`config.mk`:
```
export PLATFORM = sky130hd
export DESIGN_NAME = ftdi_rx_packer
export DESIGN_NICKNAME = d
export VERILOG_FILES = /design/src/rtl/ftdi_rx_packer.sv
export SDC_FILE = /design/constraint.sdc
export NUM_CORES = 1
export LEC_CHECK = 0
export ABC_AREA = 1
export CAP_MARGIN = 5
export CORE_ASPECT_RATIO = 1.25
export CORE_MARGIN = 2
export CORE_UTILIZATION = 25
export CTS_CLUSTER_DIAMETER = 40
export DETAILED_ROUTE_END_ITERATION = 10
export SLEW_MARGIN = 40
export SYNTH_ARGS = -nofsm -noshare
export SYNTH_HDL_FRONTEND = slang
export SYNTH_SLANG_ARGS = --single-unit
```
`constraint.sdc`:
```
create_clock -name clk -period 4.7 [get_ports clk]
set_input_delay 1.175 -clock clk [delete_from_list [all_inputs] [get_ports clk]]
set_output_delay 1.175 -clock clk [all_outputs]
set_load 0.05 [all_outputs]
```
`src/rtl/ftdi_rx_packer.sv`:
```
// Packs FTDI receive bytes little-endian into words and buffers them in a small
// first-word-fall-through FIFO with a valid/ready output and an rxf hold signal.
module ftdi_rx_packer #(
    parameter int WORD_BYTES = 2,
    parameter int FIFO_DEPTH = 8
) (
    input  logic                    clk,
    input  logic                    rst,
    input  logic [7:0]              ftdi_d,
    input  logic                    q_asserted,
    input  logic                    flush,
    output logic [8*WORD_BYTES-1:0] out_data,
    output logic                    out_valid,
    input  logic                    out_ready,
    output logic                    rx_hold,
    output logic                    overflow,
    output logic [15:0]             word_count
);

    localparam int W  = 8 * WORD_BYTES;
    localparam int AW = $clog2(FIFO_DEPTH);
    localparam int IW = $clog2(WORD_BYTES);

    // byte_idx is the packer state: 0 = IDLE, anything else = FILLING
    logic [IW-1:0] byte_idx;
    logic [W-1:0]  pack_q;
    logic [W-1:0]  pack_nxt;
    logic [W-1:0]  mem [FIFO_DEPTH];
    logic [AW-1:0] wr_ptr;
    logic [AW-1:0] rd_ptr;
    logic [AW:0]   count;
    logic [AW:0]   count_nxt;
    logic          last_byte;
    logic          push;
    logic          pop;
    logic          accept;

    always_comb begin
        pack_nxt = pack_q;
        for (int i = 0; i < WORD_BYTES; i++) begin
            if (q_asserted && (byte_idx == IW'(i))) begin
                pack_nxt[8*i +: 8] = ftdi_d;
            end
        end
        last_byte = q_asserted && (byte_idx == IW'(WORD_BYTES - 1));
        // A flush alongside a completing strobe collapses into the normal push.
        push      = last_byte || (flush && (q_asserted || (byte_idx != '0)));
        pop       = out_valid && out_ready;
        accept    = push && ((count != (AW+1)'(FIFO_DEPTH)) || pop);
        count_nxt = count + {{AW{1'b0}}, accept} - {{AW{1'b0}}, pop};
    end

    assign out_valid = (count != '0);
    assign out_data  = out_valid ? mem[rd_ptr] : '0;

    always_ff @(posedge clk) begin
        if (rst) begin
            byte_idx   <= '0;
            pack_q     <= '0;
            wr_ptr     <= '0;
            rd_ptr     <= '0;
            count      <= '0;
            rx_hold    <= 1'b0;
            overflow   <= 1'b0;
            word_count <= '0;
        end else begin
            if (push) begin
                byte_idx <= '0;
                pack_q   <= '0;
            end else if (q_asserted) begin
                byte_idx <= byte_idx + 1'b1;
                pack_q   <= pack_nxt;
            end
            if (accept) begin
                wr_ptr     <= wr_ptr + 1'b1;
                word_count <= word_count + 16'd1;
            end
            if (pop) begin
                rd_ptr <= rd_ptr + 1'b1;
            end
            count <= count_nxt;
            // One-cycle feedback delay plus one in-flight byte needs a spare entry.
            rx_hold <= (count_nxt >= (AW+1)'(FIFO_DEPTH - 1));
            if (push && !accept) begin
                overflow <= 1'b1;
            end
        end
    end

    always_ff @(posedge clk) begin
        if (!rst && accept) begin
            mem[wr_ptr] <= pack_nxt;
        end
    end

endmodule
```
==> flow_summary.yaml <==
status:
  status: "completed"
sta:
  fin_crit_ns: 4.04
  slew_headroom_pct: 51.8
  final-setup-viol-count: 0
  max_freq_mhz: 248
  hold_viol_final: 0
  period_share_pct: 85.9
  worst_slew_pin_slew_ns: 0.723
  slew_viol_final: 0
  tns_ns: 0
  fin_skew_ns: 0.0121
  rsz0062_at_grt: "no"
drt:
  drtIter0Drc: 410
  vias_per_cell: 4.22
  wl_per_cell_um: 13.3
  vias: 5038
  wl_um: 15900
  drtAntennaViolNets: 0
  drc: 0
  dr.pass1.iters: 4
placement:
  dp.cells: 1162
  place_congestion: 0.761
  place_hpwl_um: 10000
  place_area_sq_mm: 0.00830
  port-buffer-count: 47
job:
  drv_cap: 0
clocking:
  hold_buffers: 0
  numCtsBuffers: 17
  clkLatencyLatePin_ns: 0.43
  cts_tree: "built"
  clock_sinks: 176
  clockRootBuffer: "clkbuf_16"
  h-tree-depth: 4
  cts_setup_buffers: 0
  clkTransAtPathRegs_ns: 0.07
  cts.path.max_buffers: 2
  cts_resized: 0
logic_synthesis:
  synth_seq_area_share_pct: 65.6
  yosysTopAreaCell: "edfxtp_1"
  ys_types: 25
  syn_area_per_cell_sq_um: 9.95
  syn_nets: 758
  yosysWarnings: 0
  synthTopCellsByArea: "edfxtp_1 52%, dfxtp_1 13%, nor2_1 9.9%"
  yosys.area.top_type_share_pct: 52.5
  syn-cell-area_sq_mm: 0.00733
  synth_cells: 736
  ys_ff_latch: 176
worst_hold_path:
  hp-class: "reg2reg"
layout:
  multi_input_area_sq_mm: 0.00216
  drive_gt1_share_pct: 8.40
  regArea_sq_mm: 0.00481
  fillers: 3002
  layout.nets: 807
  area_growth_pct: 21.8
  stdcell_area_sq_mm: 0.00892
  num_antenna_cells: 0
  stdcell_count: 1194
worst_setup_path:
  crit_chain: "inv_2, buf_4, o21ai_0, o21ai_0, o21ai_0, nor2_1, clkdlybuf4s50_1"
  max_stage_delay_ns: 0.85
  path_common_cell: "o21ai_0"
  reg2reg_slack_ns: 2.06
  critPathTopFamily: "buffers and inverters"
  worstPathMaxFanout: 50
  cp.required_ns: 3.52
  crit_path_end_kind: "primary output"
  crit_type: "reg2out"
  critPathSlowestCell: "clkdlybuf4s50_1"
  cp_num_buf_inv: 3
  crit_arrival_ns: 2.86
  critPathLaunchType: "flop"
power_and_ir_drop:
  p_leak_nw: 3.24
  ir_worst_vdd_v: 0.000262
  power_density_mw_per_mm2: 532
global_route:
  grt_first_pass_wirelength_um: 25800
  grt_max_degree: 51
  grt_usage_pct: 10.9
  grt_pass1_vias: 4843
  grt.overflow.total: 0
  antenna_found_initial: 0
floorplan:
  initial_core_util_pct: 25.2
  die_x_um: 157
  fp-row-count: 70
  num_io_pins: 48
  die-area_sq_mm: 0.0307
  core_sq_mm: 0.0291
  die_h_um: 195
## synth_stat cells, drive strengths merged
master  number
clkbuf      18
edfxtp     128
nor3         6
fa           1
inv         62
xor2         5
or2          8
buf         14
nand3       23
dfxtp       48
a21oi       16
xnor2        1
o21a         1
nor2       193
o21ai      137
ha           8
nand2       67
## where the power goes
group,switching [mW],internal (mW)
Clock,0.668,0.771
Sequential,0.107,1.74
Combinational,0.991,0.466
## per-stage QoR
step / hold slack, ns / utilization [%] / total power, mW / setup WS [ns]
2_1_floorplan: 0.444 / - / 2.88 / 1.37
3_3_place_gp: 0.455 / 28.5 / 3.34 / 0.882
3_5_place_dp: 0.465 / 28.5 / 3.36 / 0.850
4_1_cts: 0.475 / 30.7 / 4.79 / 0.592
5_1_grt: 0.497 / 30.7 / 5.01 / 0.498
6_report: 0.468 / 30.7 / 4.74 / 0.663
## flip-flops by register name, summed over array words and instances, names as in the netlist, named ones only
name	cells
mem	128
pack_q	16
word_count	16
count	4
rd_ptr	3
wr_ptr	3
byte_idx	1
overflow	1
rx_hold	1
## placed cells by master (no fill, tap or decap), types with 2 or more instances in the layout
cell | netlist | routed
a21oi_1 | 14 | 14
buf_4 | 0 | 14
clkbuf_16 | 0 | 17
clkdlybuf4s50_1 | 0 | 47
clkinv_8 | 0 | 5
dfxtp_1 | 48 | 46
edfxtp_1 | 128 | 128
ha_1 | 8 | 8
inv_1 | 61 | 61
inv_6 | 0 | 2
inv_8 | 0 | 5
nand2_1 | 64 | 64
nand2_2 | 3 | 3
nand3_1 | 23 | 23
nor2_1 | 193 | 193
nor3_2 | 1 | 5
o21ai_0 | 124 | 124
o21ai_1 | 13 | 13
or2_2 | 8 | 8
xor2_1 | 5 | 5
## worst paths after layout
check             startpoint           end  depth (start not counted)
setup / recovery        flop  out_data[15]                          7
setup reg to reg    count[2]       rx_hold                         13
hold reg to reg    rd_ptr[2]     rd_ptr[2]                          2
hold / removal     rd_ptr[2]     rd_ptr[2]                          2
## routing by layer
layer / track usage [%] / vias to the layer above / share of wire, %
met5: 0 / - / 0
met4: 3.27 / 0 / 1.2
met3: 3.13 / 12 / 4.6
met2: 18.2 / 81 / 49
met1: 13.7 / 2383 / 45
li1: - / 2562 / -
## cell type report
| type | count | share of cell area (%) |
|---|---|---|
| Sequential cell | 176 | 53.9 |
| Multi-Input combinational cell | 466 | 24.3 |
| Timing Repair Buffer | 62 | 6.68 |
| Tap cell | 396 | 5.55 |
| Clock buffer | 17 | 4.77 |
| Inverter | 62 | 2.61 |
| Clock inverter | 15 | 2.20 |
## kinds of logic (layout without fill, tap and decap cells)
family	Yosys count	after routing	share of synthesized area [%]
AOI/OAI and AO/OA	154	154	10.8
xor gates and xnor gates	6	6	0.717
adders and majority gates	9	9	1.64
buffers and inverters	94	156	5.14
DFF	176	176	65.6
and+or+nand+nor	297	297	16.2
## tightest hold or removal path, stage by stage (launching register included)
cell and delay, ns:
dfxtp_1 0.31, inv_1 0.06, a21oi_1 0.05
Power figures use the tool's default switching activity.
